$ cat config.mk
export PLATFORM = sky130hd
export DESIGN_NAME = morse_encoder
export DESIGN_NICKNAME = d
export VERILOG_FILES = /design/src/rtl/morse_encoder.sv
export SDC_FILE = /design/constraint.sdc
export NUM_CORES = 1
export LEC_CHECK = 0
export ABC_AREA = 1
export BUFFER_PORTS_ARGS = -buffer_cell sky130_fd_sc_hd__buf_2
export CAP_MARGIN = 30
export CORE_AREA = 2 2 80 82
export DETAILED_ROUTE_END_ITERATION = 12
export DIE_AREA = 0 0 82 84
export PLACE_DENSITY = 0.77
export SLEW_MARGIN = 15
export SYNTH_ARGS = -nofsm -noshare
export SYNTH_HDL_FRONTEND = slang
export SYNTH_SLANG_ARGS = --single-unit
$ cat constraint.sdc
create_clock -name clk -period 2.4 [get_ports clk]
set_clock_uncertainty 0.15 [all_clocks]
set_input_delay 0.72 -clock clk [delete_from_list [all_inputs] [get_ports clk]]
set_output_delay 0.72 -clock clk [all_outputs]
set_load 0.01 [all_outputs]
$ cat src/rtl/morse_encoder.sv
// Morse transmitter: one ASCII character per valid/ready handshake, keyed out on key_out.
// Define MORSE_DIGITS_EN to add '0'-'9' to the character set.
module morse_encoder #(
  parameter logic [31:0] UNIT_CYCLES = 32'd6_000_000
) (
  input  logic       clk,
  input  logic       reset,
  input  logic [7:0] letter,
  input  logic       letter_valid,
  output logic       letter_ready,
  output logic       key_out,
  output logic       busy,
  output logic       bad_char
);

  typedef enum logic [2:0] {
    IDLE       = 3'd0,
    MARK       = 3'd1,
    ELEM_GAP   = 3'd2,
    LETTER_GAP = 3'd3,
    WORD       = 3'd4
  } stateT;

  // Returns {len[2:0], pat[4:0]}; the pattern is left-aligned (pat[4] is the first element).
  // A len of 0 marks an unsupported character.
  function automatic logic [7:0] lookupCode(input logic [7:0] ch);
    logic [7:0] up;
    logic [7:0] code;
    if (ch >= 8'h61 && ch <= 8'h7A) up = ch - 8'h20;
    else up = ch;
    case (up)
      8'h41: code = {3'd2, 5'b01000};  // A .-
      8'h42: code = {3'd4, 5'b10000};  // B -...
      8'h43: code = {3'd4, 5'b10100};  // C -.-.
      8'h44: code = {3'd3, 5'b10000};  // D -..
      8'h45: code = {3'd1, 5'b00000};  // E .
      8'h46: code = {3'd4, 5'b00100};  // F ..-.
      8'h47: code = {3'd3, 5'b11000};  // G --.
      8'h48: code = {3'd4, 5'b00000};  // H ....
      8'h49: code = {3'd2, 5'b00000};  // I ..
      8'h4A: code = {3'd4, 5'b01110};  // J .---
      8'h4B: code = {3'd3, 5'b10100};  // K -.-
      8'h4C: code = {3'd4, 5'b01000};  // L .-..
      8'h4D: code = {3'd2, 5'b11000};  // M --
      8'h4E: code = {3'd2, 5'b10000};  // N -.
      8'h4F: code = {3'd3, 5'b11100};  // O ---
      8'h50: code = {3'd4, 5'b01100};  // P .--.
      8'h51: code = {3'd4, 5'b11010};  // Q --.-
      8'h52: code = {3'd3, 5'b01000};  // R .-.
      8'h53: code = {3'd3, 5'b00000};  // S ...
      8'h54: code = {3'd1, 5'b10000};  // T -
      8'h55: code = {3'd3, 5'b00100};  // U ..-
      8'h56: code = {3'd4, 5'b00010};  // V ...-
      8'h57: code = {3'd3, 5'b01100};  // W .--
      8'h58: code = {3'd4, 5'b10010};  // X -..-
      8'h59: code = {3'd4, 5'b10110};  // Y -.--
      8'h5A: code = {3'd4, 5'b11000};  // Z --..
`ifdef MORSE_DIGITS_EN
      8'h30: code = {3'd5, 5'b11111};
      8'h31: code = {3'd5, 5'b01111};
      8'h32: code = {3'd5, 5'b00111};
      8'h33: code = {3'd5, 5'b00011};
      8'h34: code = {3'd5, 5'b00001};
      8'h35: code = {3'd5, 5'b00000};
      8'h36: code = {3'd5, 5'b10000};
      8'h37: code = {3'd5, 5'b11000};
      8'h38: code = {3'd5, 5'b11100};
      8'h39: code = {3'd5, 5'b11110};
`endif
      default: code = 8'h00;
    endcase
    return code;
  endfunction

  stateT       stateR, stateNext;
  logic [31:0] unitCycleR;
  logic [1:0]  unitNumR;
  logic [2:0]  elemIdxR;
  logic [2:0]  lenR;
  logic [4:0]  patR;
  logic        keyOutR, busyR, readyR, badCharR;

  logic [7:0]  codeS;
  logic [2:0]  lenS;
  logic [4:0]  patS;
  logic        curDashS, unitEndS, phaseDoneS, lastElemS, loadS, badS;
  logic [1:0]  lastUnitS;

  assign codeS      = lookupCode(letter);
  assign lenS       = codeS[7:5];
  assign patS       = codeS[4:0];
  assign curDashS   = patR[3'd4 - elemIdxR];
  assign unitEndS   = (unitCycleR == UNIT_CYCLES - 32'd1);
  assign phaseDoneS = unitEndS && (unitNumR == lastUnitS);
  assign lastElemS  = (elemIdxR == lenR - 3'd1);

  // Index of the final unit of the current phase (unit count minus one).
  always_comb begin
    lastUnitS = 2'd0;
    case (stateR)
      MARK:       lastUnitS = curDashS ? 2'd2 : 2'd0;
      ELEM_GAP:   lastUnitS = 2'd0;
      LETTER_GAP: lastUnitS = 2'd2;
      WORD:       lastUnitS = 2'd3;
      default:    lastUnitS = 2'd0;
    endcase
  end

  // Next-state logic, code load and unsupported-character detection.
  always_comb begin
    stateNext = stateR;
    loadS     = 1'b0;
    badS      = 1'b0;
    case (stateR)
      IDLE: begin
        if (letter_valid) begin
          if (letter == 8'h20) begin
            stateNext = WORD;
          end else if (lenS != 3'd0) begin
            stateNext = MARK;
            loadS     = 1'b1;
          end else begin
            badS = 1'b1;
          end
        end else begin
          stateNext = IDLE;
        end
      end
      MARK: begin
        if (phaseDoneS) stateNext = lastElemS ? LETTER_GAP : ELEM_GAP;
        else stateNext = MARK;
      end
      ELEM_GAP: begin
        if (phaseDoneS) stateNext = MARK;
        else stateNext = ELEM_GAP;
      end
      LETTER_GAP, WORD: begin
        if (phaseDoneS) stateNext = IDLE;
        else stateNext = stateR;
      end
      default: stateNext = IDLE;
    endcase
  end

  // State, counters and registered outputs; counters restart on every phase change.
  always_ff @(posedge clk or posedge reset) begin
    if (reset) begin
      stateR     <= IDLE;
      unitCycleR <= 32'd0;
      unitNumR   <= 2'd0;
      elemIdxR   <= 3'd0;
      lenR       <= 3'd0;
      patR       <= 5'd0;
      keyOutR    <= 1'b0;
      busyR      <= 1'b0;
      readyR     <= 1'b1;
      badCharR   <= 1'b0;
    end else begin
      stateR <= stateNext;
      if (loadS) begin
        lenR <= lenS;
        patR <= patS;
      end
      if (stateR == IDLE || phaseDoneS) begin
        unitCycleR <= 32'd0;
        unitNumR   <= 2'd0;
      end else if (unitEndS) begin
        unitCycleR <= 32'd0;
        unitNumR   <= unitNumR + 2'd1;
      end else begin
        unitCycleR <= unitCycleR + 32'd1;
      end
      if (stateR == IDLE) elemIdxR <= 3'd0;
      else if (stateR == ELEM_GAP && phaseDoneS) elemIdxR <= elemIdxR + 3'd1;
      keyOutR  <= (stateNext == MARK);
      busyR    <= (stateNext != IDLE);
      readyR   <= (stateNext == IDLE);
      badCharR <= badS;
    end
  end

  assign key_out      = keyOutR;
  assign busy         = busyR;
  assign letter_ready = readyR;
  assign bad_char     = badCharR;

endmodule

==> results.json, run 1 <==
{
  "syn2layout_area_growth_pct": 12.6,
  "status": "finished, final reports clean",
  "dp_hpwl_um": 6080,
  "cts_root_buf": "clkbuf_8",
  "num-fill-cells": 549,
  "cp.arrival_ps": 2300,
  "met3_usage": 0.0357,
  "cts_tree": "yes",
  "maxSlewHeadroom": 0.678,
  "synth-seq-cells": 51,
  "drtAntennaViolNets": 0,
  "htreeDepth": 2,
  "clk_latency_ps": 310,
  "use_met2": 0.425,
  "cts.sinks": 51,
  "layout.nets": 537,
  "portBuffers": 14,
  "clockBufferDepth": 2,
  "top_usage_layer": "met2",
  "ios": 15,
  "postSynthAreaPerCell_sq_um": 7.39,
  "grt_pass1_wl_um": 13700,
  "ys.flop_type": "dfrtp_1",
  "critical_path_class": "flip-flop to flip-flop",
  "rows": 29,
  "synth_edf_count": 0,
  "fmax_mhz": 446,
  "dp.cells": 580,
  "start_util": 0.581,
  "power_uw": 2330,
  "drc": 0,
  "syn_inst": 479,
  "met1_usage": 0.329,
  "wl_um": 7960,
  "hp-class": "input port to asynchronous set/reset pin",
  "chipHeight_um": 84,
  "synth_cell_type_count": 39,
  "final_cells": 591,
  "worstPathMaxFanout": 4,
  "cts_made_buffers": 5,
  "powerDensity_nw_per_um2": 583,
  "required_ps": 2450,
  "finalHoldViolations": 0,
  "utilization": 0.655,
  "antenna_found_initial": 0,
  "setup_viol": 0,
  "gp_routability_congestion": 0.915,
  "viasPerCell": 5.37,
  "num_antenna_cells": 0,
  "clk_pin_slew_ps": 110,
  "gr-total-overflow": 0,
  "die-area_sq_um": 6890,
  "cap_violations": 0,
  "synth_warnings": 0,
  "synthesis.nets": 503,
  "finalCriticalPeriod_ps": 2240,
  "grt_max_degree": 52,
  "ys_seq_area_frac": 0.361,
  "num_vias": 3174,
  "synthArstFlopShare": 1.00,
  "finalCritPeriodShare": 0.935,
  "dr.pass1.iters": 4,
  "synthesis.area_sq_um": 3540,
  "critPathCaptureType": "flip-flop",
  "final_max_slew_viol_count": 0,
  "ir_drop_mv": 0.438,
  "drive_gt1_frac": 0.183,
  "drtIter0Drc": 157,
  "tightest_slew_ps": 479,
  "cp-start-kind": "flip-flop",
  "fp.coreArea_sq_um": 6100,
  "wl_per_cell_um": 13.5,
  "die_w_um": 82,
  "grt_use_total": 0.251,
  "cellLeakagePower_uw": 0.00188,
  "grt_pass1_vias": 3117
}
worst paths after layout:
check	cells after the start	slack (ps)	startpoint	endpoint
worst max-delay path	10	160	unitCycleR[0]$_DFF_PP0_	unitCycleR[24]$_DFF_PP0_
worst min-delay path	3	280	reset	unitCycleR[11]$_DFF_PP0_
worst max register to register	10	160	unitCycleR[0]$_DFF_PP0_	unitCycleR[24]$_DFF_PP0_
worst min register to register	1	350	unitCycleR[0]$_DFF_PP0_	unitCycleR[0]$_DFF_PP0_
max in group asynchronous	3	1530	reset	letter_ready$_DFF_PP1_
min in group clk	1	350	unitCycleR[0]$_DFF_PP0_	unitCycleR[0]$_DFF_PP0_
routing by layer:
metal / vias to the layer above / wire length [um]
li1: 1615 / -
met1: 1475 / 3520
met2: 69 / 3990
met3: 15 / 290
met4: 0 / 152
met5: - / 0
state kept, by name, summed over array words and instances (netlist names), 2 cells and up:
signal	count
elemIdxR	3
unitNumR	2
patR	4
stateR	3
unitCycleR	32
lenR	3
cell usage after synthesis (all sizes together) (5+ instances only):
cell type  count  area, sq um
a21oi         14         73.8
nor3          23          131
nand4         16          106
inv           66          248
xor2          23          201
nor2          80          355
xnor2          5         43.8
dfrtp         50         1250
nand3         33          213
nand2        109          442
o21ai         19         95.1
buf            6         41.3
ha            13          163
nor4           9         62.6
what timing repair did:
action                     CTS  global route
resized for setup            0             8
setup buffers                0             3
setup endpoints to repair    0            23
hold buffers                 0             0
report_power, final:
group	leakage, uW	switching, uW	internal [uW]	total [uW]
Sequential	0.000687	82.3	975	1060
Clock	0.0000587	315	317	631
Combinational	0.00113	415	223	638
Total	0.00188	813	1510	2330
layout make-up:
cell class	count	area [sq um]	share of cell area
Clock buffer	5	68.8	0.0172
Clock inverter	3	47.5	0.0119
Inverter	67	251	0.0630
Multi-Input combinational cell	355	2010	0.504
Sequential cell	51	1280	0.320
Tap cell	77	96.3	0.0241
Timing Repair Buffer	33	238	0.0596
logic make-up after synthesis:
group                      count (synthesis)  synth area share
xor gates and xnor gates                  28            0.0692
buffers and inverters                     73            0.0827
AOI/OAI and AO/OA                         42            0.0664
and+or+nand+nor                          272             0.375
adders and majority gates                 13            0.0459
DFF                                       51             0.361
layout by cell type, fill, tap and decap left out, drive strengths merged:
master	netlist	final
nor2	80	80
xnor2	5	5
nor3b	1	1
a31oi	2	2
clkbuf	0	5
buf	6	33
o221ai	1	1
dfrtp	50	50
nand4	16	16
nand2b	1	1
nor3	23	23
clkinv	1	2
nor4	9	9
nand2	109	109
a32oi	2	2
o22ai	2	2
o21ai	19	19
o211ai	1	1
a21boi	1	1
bufinv	0	1
xor2	23	23
inv	66	67
a21oi	14	14
ha	13	13
dfstp	1	1
nand3	33	33
metrics by stage:
stage | area [sq um] | hold WS [ps] | worst slack, ps | TNS (ps)
4_1_cts | 3930 | 290 | 79.8 | 0
3_3_place_gp | 3810 | 318 | -97.6 | -862
5_1_grt | 3990 | 293 | -0.136 | -0.136
2_1_floorplan | 3540 | 301 | 95.6 | 0
3_5_place_dp | 3810 | 324 | -148 | -1340
6_report | 3990 | 283 | 157 | 0
critical path, stage by stage (launching register included):
cell     delay (ps)
dfrtp_1         410
ha_1            220
nand3_2         160
nor2_4          140
nand2_2         100
nor2_2          170
nand3_2         130
nor3_2          230
nand3_1         160
o21ai_0         210
a21oi_1          60
(Power assumes the default switching activity.)
==> inputs of run 2 (changes only) <==
CELL_PAD_IN_SITES_DETAIL_PLACEMENT = 1   (was unset)
CELL_PAD_IN_SITES_GLOBAL_PLACEMENT = 1   (was unset)
CORE_AREA = 2 2 91 93   (was 2 2 80 82)
DIE_AREA = 0 0 93 95   (was 0 0 82 84)
PLACE_DENSITY = unset   (was 0.77)
PLACE_DENSITY_LB_ADDON = 0.1   (was unset)
==> results.json, run 2 (synthesis gave the netlist of run 1 again) <==
{
  "layout.nets": 542,
  "drive_gt1_frac": 0.197,
  "antenna_found_initial": 0,
  "gp_routability_congestion": 0.909,
  "dp_hpwl_um": 7520,
  "viasPerCell": 5.18,
  "largestRegisters": "unitCycleR (32), patR (4)",
  "final_max_slew_viol_count": 0,
  "ir_drop_mv": 0.348,
  "die_w_um": 93,
  "power_uw": 2260,
  "critical_path_class": "input port to flip-flop",
  "num_antenna_cells": 0,
  "cts_tree": "yes",
  "drc": 0,
  "cts_root_buf": "clkbuf_8",
  "grt_pass1_wl_um": 15800,
  "portBuffers": 14,
  "whs_ps": 243,
  "critPathLaunch": "letter[1]",
  "drtIter0Drc": 94,
  "chipHeight_um": 95,
  "top_usage_layer": "met2",
  "status": "finished, final reports clean",
  "grt_pass1_vias": 3377,
  "hold_buffers": 0,
  "syn2layout_area_growth_pct": 13.7,
  "final_cell_mix": "nand2_1 (98), nor2_1 (67), inv_1 (53)",
  "slowest_stage": "ha_1",
  "hp-class": "input port to asynchronous set/reset pin",
  "cts.sinks": 51,
  "cp.arrival_ps": 2280,
  "slowest_delay_ps": 270,
  "dr.pass1.iters": 4,
  "powerDensity_nw_per_um2": 560,
  "rows": 33,
  "finalCriticalPeriod_ps": 2240,
  "maxSlewHeadroom": 0.631,
  "use_met2": 0.432,
  "largest_register_ffs": 32,
  "gr-total-overflow": 0,
  "num_vias": 3235,
  "met3_usage": 0.0263,
  "utilization": 0.508,
  "tightest_slew_ps": 549,
  "finalHoldViolations": 0,
  "cap_violations": 0,
  "cp_cell_sequence": "buf_2, inv_2, ha_1, nand2_1, inv_2, nor3_1, nor2_1, nor2_1, nand3_1, nand3_2, nand2_4, buf_12, nand2_1, o21ai_1",
  "place_area_sq_um": 3890,
  "cellLeakagePower_uw": 0.00188,
  "grt_use_total": 0.227,
  "fin_area_sq_um": 4030,
  "wl_um": 9360,
  "worstPathMaxFanout": 14,
  "grt_max_degree": 25,
  "fmax_mhz": 446,
  "die-area_sq_um": 8840,
  "critPathCaptureType": "flip-flop",
  "finalCritPeriodShare": 0.935,
  "layout_commonest_cell": "nand2_1",
  "reg2reg_from": "elemIdxR[0]$_DFFE_PP0P_",
  "cts_made_buffers": 5,
  "required_ps": 2430,
  "htreeDepth": 2,
  "start_util": 0.447,
  "wl_per_cell_um": 15.0,
  "ios": 15,
  "clockBufferDepth": 2,
  "drtAntennaViolNets": 0,
  "cp-start-kind": "input port",
  "met1_usage": 0.273,
  "clk_pin_slew_ps": 100,
  "clk_latency_ps": 310,
  "setup_viol": 0,
  "largest-register": "unitCycleR",
  "fp.coreArea_sq_um": 7930
}
## run 2: worst paths after layout
kind / to / slack, ps / depth (start not counted)
worst max-delay path: lenR[1]$_DFFE_PP0P_ / 160 / 14
worst min-delay path: patR[3]$_DFFE_PP0P_ / 240 / 2
worst max register to register: unitNumR[1]$_DFFE_PP0P_ / 210 / 14
worst min register to register: unitCycleR[0]$_DFF_PP0_ / 340 / 1
max in group asynchronous: unitCycleR[5]$_DFF_PP0_ / 1180 / 3
min in group clk: unitCycleR[0]$_DFF_PP0_ / 340 / 1
## run 2: cell type report
| cell class | count | area [sq um] |
|---|---|---|
| multi-input cells | 355 | 2010 |
| clock inverters | 2 | 13.8 |
| inverters | 67 | 251 |
| fillers | 1050 | 3900 |
| repair buffers | 38 | 275 |
| clock buffers | 6 | 72.6 |
| flip-flops and latches | 51 | 1280 |
| well taps | 105 | 131 |
## run 2: repair_timing
item / 4_1_cts / 5_1_grt
endpoints found under the setup margin: 1 / 31
pin swaps: 0 / 2
resized for setup: 1 / 10
buffers inserted: 0 / 2
hold endpoints to repair: 0 / 0
## run 2: per-stage QoR
stage          TNS, ps  worst slack (ps)  std cells
2_1_floorplan        0              95.6        479
5_1_grt          -6.14             -6.14        624
4_1_cts              0              47.4        622
3_3_place_gp     -1040              -116        614
6_report             0               157        624
3_5_place_dp     -2030              -202        614
## run 2: power by group
part           switching [uW]  total (uW)  internal, uW
clock                     301         507           207
combinational             440         694           255
sequential               81.4        1060           975
## run 2: routing by layer
metal | vias up | part of all wire
met5 | - | 0
met4 | 0 | 0.013
met2 | 26 | 0.53
met1 | 1572 | 0.44
met3 | 9 | 0.015
li1 | 1628 | -
## run 2: worst max-delay path: cells and delay by family
kind,cells,cell delay (ps)
AND/OR/NAND/NOR,8,810
adder cells (fa/ha/maj),1,270
AO/OA/AOI/OAI,1,60
buffers and inverters,4,410
==> inputs of run 3 (changes only) <==
CORE_AREA = 2 2 82 104   (was 2 2 91 93)
DIE_AREA = 0 0 84 106   (was 0 0 93 95)
==> results.json, run 3 (synthesis gave the netlist of run 1 again) <==
{
  "status": "finished, final reports clean",
  "cp_cell_sequence": "buf_2, clkinvlp_4, ha_1, nand2_1, inv_2, nor3_2, nor2_1, nor2_2, nand3_2, nand3_2, nand2_4, buf_12, nand2_1, o21ai_1",
  "reg2reg_from": "unitCycleR[0]$_DFF_PP0_",
  "die-area_sq_um": 8900,
  "largest-register": "unitCycleR",
  "endpoint": "patR[2]$_DFFE_PP0P_",
  "hold_buffers": 0,
  "num-fill-cells": 1035,
  "setup_viol": 0,
  "hp-class": "input port to asynchronous set/reset pin",
  "htreeDepth": 2,
  "cts_tree": "yes",
  "viasPerCell": 5.25,
  "dr.pass1.iters": 4,
  "power_uw": 2320,
  "p_switching_uw": 851,
  "fp.coreArea_sq_um": 8010,
  "drtAntennaViolNets": 0,
  "place_area_sq_um": 3900,
  "die_w_um": 84,
  "ir_drop_mv": 0.315,
  "clk_pin_slew_ps": 100,
  "finalCriticalPeriod_ps": 2280,
  "ios": 15,
  "portBuffers": 14,
  "cap_violations": 0,
  "highest_layer": "met4",
  "critical_path_class": "input port to flip-flop",
  "clk_latency_ps": 320,
  "wl_um": 9600,
  "grt_max_degree": 27,
  "chipHeight_um": 106,
  "finalHoldViolations": 0,
  "reg2reg_depth": 13,
  "num_vias": 3255,
  "clockBufferDepth": 2,
  "layout_commonest_cell": "nand2_1",
  "slowest_stage": "ha_1",
  "maxSlewHeadroom": 0.614,
  "cts_root_buf": "clkbuf_8",
  "num_antenna_cells": 0,
  "final_cell_mix": "nand2_1 (98), nor2_1 (66), inv_1 (55)",
  "critPathCaptureType": "flip-flop",
  "cp.arrival_ps": 2330,
  "p_clk_frac": 0.237,
  "grt_use_total": 0.233,
  "cts.sinks": 51,
  "final_max_slew_viol_count": 0,
  "critPathLaunch": "letter[0]",
  "largestRegisters": "unitCycleR (32), patR (4)",
  "fmax_mhz": 439,
  "worstPathMaxFanout": 14,
  "cellLeakagePower_uw": 0.00190,
  "cts_made_buffers": 5,
  "dp_hpwl_um": 7810,
  "drc": 0,
  "gp_routability_congestion": 0.879,
  "grt_pass1_wl_um": 16500,
  "drive_gt1_frac": 0.203,
  "combPwrFrac": 0.307,
  "dr_wl_met3_um": 154,
  "r2r-end": "letter_ready$_DFF_PP1_",
  "start_util": 0.442,
  "sw_frac_of_total": 0.366,
  "rows": 37,
  "intPower_uw": 1470,
  "fin_area_sq_um": 4090,
  "cp-start-kind": "input port",
  "tightest_slew_ps": 579,
  "largest_register_ffs": 32,
  "powerDensity_nw_per_um2": 568,
  "setup_tns_ps": 0,
  "antenna_found_initial": 0,
  "gr-total-overflow": 0,
  "rsz0062_at_grt": "true",
  "utilization": 0.510,
  "grt_pass1_vias": 3519,
  "wl_per_cell_um": 15.5,
  "drtIter0Drc": 78,
  "finalCritPeriodShare": 0.949,
  "wl_met1_um": 3820,
  "reg2reg_slack_ps": 180,
  "layout.nets": 546,
  "slowest_delay_ps": 320,
  "met2_length_um": 5370,
  "syn2layout_area_growth_pct": 15.4,
  "required_ps": 2450,
  "pwr-share-seq": 0.456
}
-- run 3: cell count changes in the layout (fill, tap and decap cells not counted), moves of 2 or more --
cell	previous run	this run
inv_2	13	9
buf_4	22	25
clkinvlp_4	0	2
inv_1	53	55
-- run 3: per-layer routing --
layer	vias to the layer above	GRT usage
li1	1632	-
met1	1569	0.249
met2	37	0.457
met3	17	0.0311
met4	0	0.0853
met5	-	0
-- run 3: power by group through the flow --
stage	sequential [uW]	clock, uW	combinational [uW]
after floorplan	1070	0	459
after global placement	1070	0	671
after detailed placement	1080	0	701
after CTS	1060	570	703
after global routing	1070	609	818
final	1060	551	712
-- run 3: how the worst min path moves through the flow --
| stage | startpoint | end | slack [ps] | cells past startpoint |
|---|---|---|---|---|
| floorplan | unitCycleR[0]$_DFF_PP0_ | unitCycleR[0]$_DFF_PP0_ | 300 | 1 |
| global placement | unitCycleR[0]$_DFF_PP0_ | unitCycleR[0]$_DFF_PP0_ | 320 | 1 |
| detailed placement | unitCycleR[0]$_DFF_PP0_ | unitCycleR[0]$_DFF_PP0_ | 340 | 1 |
| CTS | reset | bad_char$_DFF_PP0_ | 320 | 2 |
| global route | reset | bad_char$_DFF_PP0_ | 330 | 2 |
| finish | reset | bad_char$_DFF_PP0_ | 300 | 2 |
-- run 3: critical path, delay by kind of cell --
| kind | cells | cell delay (ps) |
|---|---|---|
| compound gates | 1 | 60 |
| fa+ha+maj | 1 | 320 |
| buf+inv | 4 | 470 |
| simple gates | 8 | 760 |
-- run 3: cell type report --
cell class | count | area [sq um] | area share
Timing Repair Buffer | 42 | 318 | 0.0777
Clock inverter | 2 | 16.3 | 0.00398
Multi-Input combinational cell | 355 | 2010 | 0.493
Clock buffer | 6 | 82.6 | 0.0202
Tap cell | 97 | 121 | 0.0297
Sequential cell | 51 | 1280 | 0.313
Inverter | 67 | 258 | 0.0631
-- run 3: what timing repair did --
item / 4_1_cts / 5_1_grt
endpoints found under the setup margin: 0 / 27
hold endpoints to repair: 0 / 0
resized for setup: 0 / 13
setup buffers: 0 / 5
-- run 3: through the flow --
stage,cells,hold WS (ps),setup WS (ps)
floorplan,479,301,95.6
global placement,607,316,-138
detailed placement,607,338,-297
CTS,615,324,46.2
global route,620,328,-34.9
finish,620,302,123
